`src/rtl/nios2_oci_dct_packer_if.sv`:
```
// Atom-in / frame-out bundle for the OCI compressed-trace packer.
//   atom_valid, atom_data : trace atom from the CPU (no back-pressure)
//   out_valid, out_ready  : frame handshake toward the trace FIFO
//   out_data              : {count[3:0], buffer[29:0]}
// master = packer side, slave = source/FIFO side.
interface nios2_oci_dct_packer_if;
    logic        atom_valid;
    logic [1:0]  atom_data;
    logic        out_valid;
    logic        out_ready;
    logic [33:0] out_data;

    modport master (
        input  atom_valid,
        input  atom_data,
        input  out_ready,
        output out_valid,
        output out_data
    );

    modport slave (
        output atom_valid,
        output atom_data,
        output out_ready,
        input  out_valid,
        input  out_data
    );
endinterface

```
`src/rtl/nios2_oci_dct_packer.sv`:
```
// OCI compressed-trace (DCT) packer: packs 2-bit trace atoms LSB-first into a
// 30-bit buffer and emits {count, buffer} frames on full, flush, trace disable
// or idle timeout.
//   clk, reset_n        : clock, synchronous active-low reset
//   bus (master)        : atom input and frame valid/ready output
//   trace_enable        : atoms accepted only while high; falling edge flushes
//   flush               : one-cycle request to emit the partial buffer
//   dct_buffer/dct_count: live accumulation state
//   overflow, drop_count: sticky drop flag and saturating drop counter
//   overflow_clr        : clears overflow and drop_count
module nios2_oci_dct_packer #(
    parameter int unsigned ATOMS_PER_FRAME = 15,
    parameter int unsigned FLUSH_TIMEOUT   = 64
) (
    input  logic                          clk,
    input  logic                          reset_n,
    nios2_oci_dct_packer_if.master        bus,
    input  logic                          trace_enable,
    input  logic                          flush,
    input  logic                          overflow_clr,
    output logic [29:0]                   dct_buffer,
    output logic [3:0]                    dct_count,
    output logic                          overflow,
    output logic [7:0]                    drop_count
);

    localparam int unsigned IDLE_W = 10;
    localparam int unsigned BUF_W  = 30;
    localparam int unsigned CNT_W  = 4;
    localparam int unsigned DROP_W = 8;
    localparam logic [CNT_W-1:0]  FULL_CNT = CNT_W'(ATOMS_PER_FRAME);
    localparam logic [IDLE_W-1:0] TMO_CNT  = IDLE_W'(FLUSH_TIMEOUT - 1);

    // Output frame slot: empty, or holding a frame awaiting out_ready.
    typedef enum logic {
        SLOT_EMPTY = 1'b0,
        SLOT_FULL  = 1'b1
    } slot_state_e;

    slot_state_e         state_q, state_d;
    logic [33:0]         out_data_q, out_data_d;
    logic [BUF_W-1:0]    buf_q, buf_d;
    logic [CNT_W-1:0]    cnt_q, cnt_d;
    logic                pend_q, pend_d;
    logic [IDLE_W-1:0]   idle_q, idle_d;
    logic                en_prev_q;
    logic                ovf_q, ovf_d;
    logic [DROP_W-1:0]   drop_q, drop_d;

    logic                slot_free;
    logic                cnt_full;
    logic                cnt_nz;
    logic                tmo;
    logic                commit;
    logic                atom_req;
    logic                accept;
    logic                drop;
    logic                en_fall;
    logic [CNT_W-1:0]    slot;

    // Cycle decisions shared by all next-state logic.
    assign slot_free = (state_q == SLOT_EMPTY) | bus.out_ready;
    assign cnt_full  = (cnt_q == FULL_CNT);
    assign cnt_nz    = (cnt_q != '0);
    assign tmo       = (idle_q == TMO_CNT);
    assign commit    = slot_free & cnt_nz & (cnt_full | pend_q | flush | tmo);
    assign atom_req  = bus.atom_valid & trace_enable;
    // Count never exceeds FULL_CNT, so "not full" is "below full".
    assign accept    = atom_req & (~cnt_full | commit);
    assign drop      = atom_req & cnt_full & ~commit;
    assign en_fall   = en_prev_q & ~trace_enable;

    // State register.
    always_ff @(posedge clk) begin
        if (!reset_n) begin
            state_q    <= SLOT_EMPTY;
            out_data_q <= '0;
            buf_q      <= '0;
            cnt_q      <= '0;
            pend_q     <= 1'b0;
            idle_q     <= '0;
            en_prev_q  <= 1'b0;
            ovf_q      <= 1'b0;
            drop_q     <= '0;
        end else begin
            state_q    <= state_d;
            out_data_q <= out_data_d;
            buf_q      <= buf_d;
            cnt_q      <= cnt_d;
            pend_q     <= pend_d;
            idle_q     <= idle_d;
            en_prev_q  <= trace_enable;
            ovf_q      <= ovf_d;
            drop_q     <= drop_d;
        end
    end

    // Next-state logic.
    always_comb begin
        state_d    = state_q;
        out_data_d = out_data_q;
        buf_d      = buf_q;
        cnt_d      = cnt_q;
        pend_d     = pend_q;
        idle_d     = idle_q;
        ovf_d      = ovf_q;
        drop_d     = drop_q;
        slot       = cnt_q;

        // Frame slot: a commit refills it even while a handshake completes.
        if (commit) begin
            state_d    = SLOT_FULL;
            out_data_d = {cnt_q, buf_q};
        end else if ((state_q == SLOT_FULL) && bus.out_ready) begin
            state_d    = SLOT_EMPTY;
        end

        // Buffer: commit empties it; a same-cycle atom lands in slot 0.
        if (commit) begin
            buf_d = '0;
            cnt_d = '0;
            slot  = '0;
        end
        if (accept) begin
            buf_d[{slot, 1'b0} +: 2] = bus.atom_data;
            cnt_d                    = slot + CNT_W'(1);
        end

        // Deferred flush request, remembered until the slot frees up.
        if (commit) begin
            pend_d = 1'b0;
        end else if ((flush | en_fall) & cnt_nz) begin
            pend_d = 1'b1;
        end

        // Idle timer: only advances when a timeout could actually commit.
        if (commit | accept | ~cnt_nz) begin
            idle_d = '0;
        end else if (slot_free) begin
            idle_d = idle_q + IDLE_W'(1);
        end

        // Overflow tracking: a drop beats a same-cycle clear.
        if (drop) begin
            ovf_d  = 1'b1;
            if (overflow_clr) begin
                drop_d = DROP_W'(1);
            end else if (drop_q != {DROP_W{1'b1}}) begin
                drop_d = drop_q + DROP_W'(1);
            end
        end else if (overflow_clr) begin
            ovf_d  = 1'b0;
            drop_d = '0;
        end
    end

    assign bus.out_valid = (state_q == SLOT_FULL);
    assign bus.out_data  = out_data_q;
    assign dct_buffer    = buf_q;
    assign dct_count     = cnt_q;
    assign overflow      = ovf_q;
    assign drop_count    = drop_q;

endmodule

```
`src/flat_wrapper.sv`:
```
// flat-port wrapper written by rule: the top's interface ports become plain ports
module nios2_oci_dct_packer_flat 
#(
    parameter int unsigned ATOMS_PER_FRAME = 15,
    parameter int unsigned FLUSH_TIMEOUT   = 64
)
  (clk, reset_n, trace_enable, flush, overflow_clr, dct_buffer, dct_count, overflow, drop_count, bus_atom_valid, bus_atom_data, bus_out_ready, bus_out_valid, bus_out_data);
  nios2_oci_dct_packer_if bus_i ();
  input  logic clk;
  input  logic reset_n;
  input  logic trace_enable;
  input  logic flush;
  input  logic overflow_clr;
  output logic [29:0] dct_buffer;
  output logic [3:0] dct_count;
  output logic overflow;
  output logic [7:0] drop_count;
  input wire logic [$bits(bus_i.atom_valid)-1:0] bus_atom_valid;
  input wire logic [$bits(bus_i.atom_data)-1:0] bus_atom_data;
  input wire logic [$bits(bus_i.out_ready)-1:0] bus_out_ready;
  output wire logic [$bits(bus_i.out_valid)-1:0] bus_out_valid;
  output wire logic [$bits(bus_i.out_data)-1:0] bus_out_data;
  assign bus_i.atom_valid = bus_atom_valid;
  assign bus_i.atom_data = bus_atom_data;
  assign bus_i.out_ready = bus_out_ready;
  assign bus_out_valid = bus_i.out_valid;
  assign bus_out_data = bus_i.out_data;
  nios2_oci_dct_packer #(.ATOMS_PER_FRAME(ATOMS_PER_FRAME), .FLUSH_TIMEOUT(FLUSH_TIMEOUT)) u_core (.clk(clk), .reset_n(reset_n), .bus(bus_i), .trace_enable(trace_enable), .flush(flush), .overflow_clr(overflow_clr), .dct_buffer(dct_buffer), .dct_count(dct_count), .overflow(overflow), .drop_count(drop_count));
endmodule
```
`config.mk`:
```
export PLATFORM = sky130hd
export DESIGN_NAME = nios2_oci_dct_packer_flat
export DESIGN_NICKNAME = d
export VERILOG_FILES = /design/src/rtl/nios2_oci_dct_packer_if.sv /design/src/rtl/nios2_oci_dct_packer.sv /design/src/flat_wrapper.sv
export SDC_FILE = /design/constraint.sdc
export NUM_CORES = 1
export LEC_CHECK = 0
export ABC_AREA = 1
export CAP_MARGIN = 10
export CELL_PAD_IN_SITES_DETAIL_PLACEMENT = 0
export CELL_PAD_IN_SITES_GLOBAL_PLACEMENT = 1
export CORE_MARGIN = 2
export CORE_UTILIZATION = 35
export CTS_CLUSTER_SIZE = 8
export DETAILED_ROUTE_END_ITERATION = 10
export GPL_ROUTABILITY_DRIVEN = 1
export GPL_TIMING_DRIVEN = 0
export PLACE_DENSITY = 0.9
export RECOVER_POWER = 50
export SLEW_MARGIN = 10
export SYNTH_ARGS = -nofsm -noshare
export SYNTH_HDL_FRONTEND = slang
export SYNTH_SLANG_ARGS = --single-unit
export TNS_END_PERCENT = 1
```
`constraint.sdc`:
```
create_clock -name clk -period 3.54 [get_ports clk]
set_input_delay 1.062 -clock clk [delete_from_list [all_inputs] [get_ports clk]]
set_output_delay 1.062 -clock clk [all_outputs]
set_load 0.01 [all_outputs]
```
# --- After elaboration in Yosys (flattened, before gate mapping) ---
# Cells that the tools add are included.
totals:
  regBits: 90
  input_bits: 9
  elab_cells: 61
  out_inout_bits: 78
op_classes:
  n_reduce_logical: 8
  bitwise_logic: 22
  n_shift: 2
  n_mux: 13
  n_eq_ne: 3
  addsub: 4
ops:
  columns: ["cell", "count"]
  rows:
  - ["2-to-1 mux 30 bit", 2]
  - ["2-to-1 mux 8 bit", 4]
  - ["bitwise mux 30 bit", 1]
  - ["variable shift 2 x 7 -> 30 bit (first input constant)", 1]
  - ["variable part select 2 x 7 -> 30 bit", 1]
  - ["adder 10 x 1 -> 10 bit (second input constant)", 1]
  - ["equality test 10 x 6 -> 1 bit (second input constant)", 1]
  - ["adder 8 x 1 -> 8 bit (second input constant)", 1]
  - ["AND 1 bit", 8]
  - ["2-to-1 mux 4 bit", 2]
  - ["!= test 8 bit (second input constant)", 1]
  - ["OR 1 bit", 8]
  - ["negation 5 -> 7 bit", 1]
  - ["NOT 1 bit", 6]
  - ["nonzero test 2 bit", 3]
  - ["adder 4 x 1 -> 4 bit (second input constant)", 1]
  - ["equality test 4 bit (second input constant)", 1]
  - ["2-to-1 mux 1 bit", 4]
  - ["nonzero test 4 bit", 1]
  - ["OR reduction 2 bit", 2]
  - ["AND reduction 2 bit", 1]
  - ["logical AND 1 bit", 1]

# --- Depth between registers and ports, before layout ---
# Gate-level depths: netlist of the first run.
logic_depth:
  word_depth: 10
  mapped_depth: 19
  depth_no_buf: 18

# --- Worst setup path after synthesis of the first run ---
# Ideal clock, no wire load.
synth_path:
  path_kind: "input to register"
  start: "in flush"
  end: "reg u_core.buf_q[1] (netlist: u_core.dct_buffer[1])"
  n_path_buf: 1
  setup_time_ns: 0.119
  t_required_ns: 3.421
  slack_ns: 0.347
  arrival_ns: 3.073
  cell_stages: 15
  cell_sequence: "or2_1 nor2_1 nand2_1 nand2_2 inv_2 nor2_1 inv_1 ha_1 inv_1 nand3_1 nand2_1 buf_4 nand3_1 o21ai_0 a21oi_1"
synth_between:
  elab_chain_len: 8
  elab_cells_between_ends: 12
  classes_between: "add/sub: 1; shift: 2; mux: 4; bitwise: 5"
synth_rtl:
  columns: ["element", "line_no", "source"]
  rows:
  - ["from (decl)", "flat_wrapper.sv:12", "input logic flush;"]
  - ["OR 1 bit * (2 in a row)", "nios2_oci_dct_packer.sv:66", "assign commit = slot_free & cnt_nz & (cnt_full | pend_q | flush | tmo);"]
  - ["AND 1 bit *", "nios2_oci_dct_packer.sv:66", null]
  - ["2-to-1 mux 4 bit", "nios2_oci_dct_packer.sv:119", "if (commit) begin"]
  - ["negation 5 -> 7 bit", "nios2_oci_dct_packer.sv:125", "buf_d[{slot, 1'b0} +: 2] = bus.atom_data;"]
  - ["variable part select 2 x 7 -> 30 bit / variable shift 2 x 7 -> 30 bit (equally long branches)", "nios2_oci_dct_packer.sv:125", null]
  - ["bitwise mux 30 bit", "nios2_oci_dct_packer.sv:125", null]
  - ["2-to-1 mux 30 bit *", "nios2_oci_dct_packer.sv:124", "if (accept) begin"]
  - ["to (signal assigned)", "nios2_oci_dct_packer.sv:88", "buf_q <= buf_d;"]
  - ["to (decl)", "nios2_oci_dct_packer.sv:42", "logic [BUF_W-1:0] buf_q, buf_d;"]
# Mark *: on every way between the ends. The rest lies on a longest branch, timed or not.
# A chain may end at the register's enable or synchronous reset.

# --- Final worst setup path of the first run ---
layout_path:
  start: "in flush"
  end: "reg u_core.buf_q[21] (netlist: u_core.dct_buffer[21])"
# The elaborated chain is that of the path after synthesis.

==> impl_results.md, run 1 <==
- Outcome: finished, final reports clean
- Worst Hold Endpoint: u_core.overflow
- Vias per std cell: 4.849
- Sink Count: 90
- Setup slack on the worst flop-to-flop path: 0.80 ns
- Final ANT Viol Nets: 0
- Post-Syn Nets: 574
- Starting DRC count in detailed routing: approximately 220
- Top_reg_cell synth: dfxtp_1
- Element type at the critical path end: flip-flop
- Post-synth top area share: 46.15%
- Setup TNS after final layout: 0 ns
- Number of antenna cells inserted: 0
- Count of endpoints failing hold in the final timing report: 0
- Initial core utilization: 36.01%
- RD Place Congestion: 0.9132
- TritonCTS clock tree: yes
- Worst Max-Slew Pin Slew: 0.5962 ns
- Slack of the critical path: 0.1590 ns
- DP Worst Slack: -0.6506 ns
- I/O Pins: 87
- H-tree levels: 3
- Die Height: 109.6 um
- Critical Path AT: 3.65 ns
- Bufs on Longest Clock Path: 2
- Number of antenna violations at the first check in global routing: 0
- Reg-to-reg critical path endpoint: u_core.dct_buffer[21]
- Most frequent cell after synthesis: nor2_1
- Share of synthesized flip-flops with an asynchronous set or reset: 0%
- Min Clock Period, post-route: 3.381 ns
- Startpoint of the worst hold path: u_core.overflow
- Leakage power: 0.002129 uW
- Max Fanout on Critical Path: 10
- Simple-gate area share of the yosys netlist: 30.03%
- Arithmetic-cell share of the synthesized area counting full adders, half adders and majority gates: 1.923%
- Depth of the worst register-to-register path: 14
- Number of instances on the worst hold path: 2
- Maximum frequency from static timing analysis: 295.8 MHz
- Net total in the final layout: 669
- Synth unique cells: 31
- Sequential element share of the synthesized area: 46.15%
- Die W: between 100 and 150 um
- Standard cell core area: 10840 um^2
- Classification of the worst-slack hold path: flip-flop to flip-flop
- Fin. max-slew vios: 0
- Maximum number of pins on one net before global-route repair: 15
- Port buffer count: 83
- Clock edge transition at the registers on the reported setup and hold paths: 0.09 ns
- Worst clock skew on the final layout: 0.009475 ns
- Final cell utilization of the core: roughly 47%
- Critical path startpoint category: input port
- TritonRoute pass-1 iters: 4
- Synth Area in Compound Gates: 13.75%
- Setup repair after global routing missed its margin: yes
- Critical R2R Launch: u_core.dct_count[0]
- Remaining global-route overflow: 0
- Count of flip-flops with a built-in enable after synthesis: 0
- Pwr/cell area: about 400 nW/um^2
- Largest cells by area after synthesis: dfxtp_1, nor2_1, nand2_1
- Share of synthesized area spent on multiplexers: 0%
- Summed instance area of the synthesized netlist: 3904 um^2
- Buffer cell driving the clock tree root: clkbuf_8
- Syn. warnings: 0
- Number of CTS-inserted buffers: 9
- Clk_lat worst skew: 0.37 ns
- Total Routing Usage GR: 18.27%
- Global-route wire length before repair: 17130 um
- Number of synthesized register bits: 90
- Top cell type by total area after synthesis: dfxtp_1
- VDD IR max: about 190 uV
- Final worst path period share: 95.51%
- Average footprint of a synthesized cell: 6.983 um^2
- Residual DRC: 0
- HPWL Detailed: 7975 um
- Crit Path Category: input port to flip-flop
- Vias: about 3900
- Share of the synthesized netlist area taken by xor and xnor gates: under 10%
- Full die area: 12010 um^2
- Share of cells above drive strength 1: 5.463%
- Max Cap Violations: 0
- Layout Area Growth over Synthesis: 31.79%
- Final wirelength: between 10000 and 15000 um
- Total setup violations reported at the end of the flow: 0
- Routed length per instance: 13.30 um
- Worst slew margin relative to its limit: approximately 60%
- Number of instances in the synthesized netlist: 559
- Required arrival time at the worst endpoint: 3.81 ns
- Largest family of logic cells by synthesized area: simple AND/OR/NAND/NOR gates
- Most used standard cells in the synthesized netlist: nor2_1, nand2_1, dfxtp_1
- Core Rows: 38
- Number of global-route vias before repair: 3579
==> report_power, final <==
part           internal, uW  switching [uW]  total [uW]
Combinational           120             197         316
Sequential             1060            24.5        1080
Clock                   293             372         665
==> timing repair <==
action                                  CTS  global route
gates resized for setup                   6            12
cloned                                    0             0
pin swaps                                 0             1
setup buffers                             0             1
hold buffers                              0             0
endpoints found under the setup margin   28            28
==> cells in the final DEF (no fill, tap or decap), drive strengths merged <==
master         Yosys  final
a21boi             2      2
a21oi             43     43
a22oi              1      1
a31oi              3      3
buf                9     10
clkbuf            14     26
clkdlybuf4s50      0     17
clkinv             1      4
clkinvlp           0      1
dfxtp             90     90
dlygate4sd3        0     66
ha                 6      6
inv               44     44
nand2             99     99
nand3             36     36
nand4              4      4
nor2             129    129
nor3              17     17
nor3b              1      1
o211a              1      1
o21ai             49     49
o21bai             1      1
o22ai              1      1
o31ai              1      1
or2                1      1
xnor2              2      2
xor2               4      4
==> worst max path at each step <==
| stage | endpoint | cells after the start | startpoint |
|---|---|---|---|
| after floorplan | u_core.dct_buffer[1] | 15 | flush |
| after global placement | u_core.dct_buffer[10] | 16 | bus_out_ready |
| after detailed placement | u_core.dct_buffer[11] | 16 | bus_out_ready |
| after CTS | u_core.dct_buffer[10] | 16 | flush |
| after global routing | u_core.dct_buffer[10] | 16 | flush |
| final | u_core.dct_buffer[21] | 15 | flush |
==> cell families after synthesis <==
group	after synthesis
simple gates	287
compound gates	102
flops	90
buf+inv	68
xor+xnor	6
fa+ha+maj	6
==> area by class of cell <==
class / count / area [um^2]
tap: 140 / 175.2
buffer: 23 / 100.1
multi-input combinational: 401 / 1877
timing repair buffer: 84 / 838.3
sequential: 90 / 1802
clock buffer: 12 / 155.1
clock inverter: 4 / 26.28
fill: 1100 / 5695
inverter: 45 / 171.4
==> state kept, by name, summed over array words and instances, names as in the netlist, 4 cells and up <==
register	flops
u_core.bus.out_data	34
u_core.dct_buffer	30
u_core.dct_count	4
u_core.drop_count	8
u_core.idle_q	10
==> worst max-delay path, cell delays in order <==
cell,delay [ns]
clkdlybuf4s50_1,0.41
or2_1,0.23
nor2_1,0.11
nand2_1,0.09
nand2_4,0.14
buf_4,0.19
nand2_1,0.12
ha_2,0.38
inv_1,0.13
nor2_2,0.25
inv_1,0.06
nor2_1,0.18
nand3_1,0.13
nor2_1,0.12
a21oi_1,0.05
==> metal layers <==
metal  vias to the layer above  share of wire [%]  GRT usage [%]
li1                       2000                  -              -
met1                      1761                 48          24.28
met2                        98                 46          29.81
met3                        15                4.7          3.616
met4                         0                1.8          5.787
met5                         -                  0              0
==> stage by stage <==
step	cells	hold slack, ns	instance area (um^2)	total power, uW
floorplan	559	0.4437	3904	1281
global placement	782	0.4465	4910	1419
detailed placement	782	0.4494	4910	1425
CTS	798	0.4718	5107	2087
global route	799	0.4964	5145	2166
finish	799	0.4637	5145	2061
No activity file was read; power rests on OpenSTA's default activity.
==> run 2: changes to the inputs <==
--- a/config.mk
+++ b/config.mk
@@ -13,7 +13,7 @@
 export CORE_UTILIZATION = 35
 export CTS_CLUSTER_SIZE = 8
 export DETAILED_ROUTE_END_ITERATION = 10
-export GPL_ROUTABILITY_DRIVEN = 1
+export GPL_ROUTABILITY_DRIVEN = 0
 export GPL_TIMING_DRIVEN = 0
 export PLACE_DENSITY = 0.9
 export RECOVER_POWER = 50
==> results of run 2 <==
Same layout as run 1: the final DEF is identical, and so are final timing and power.
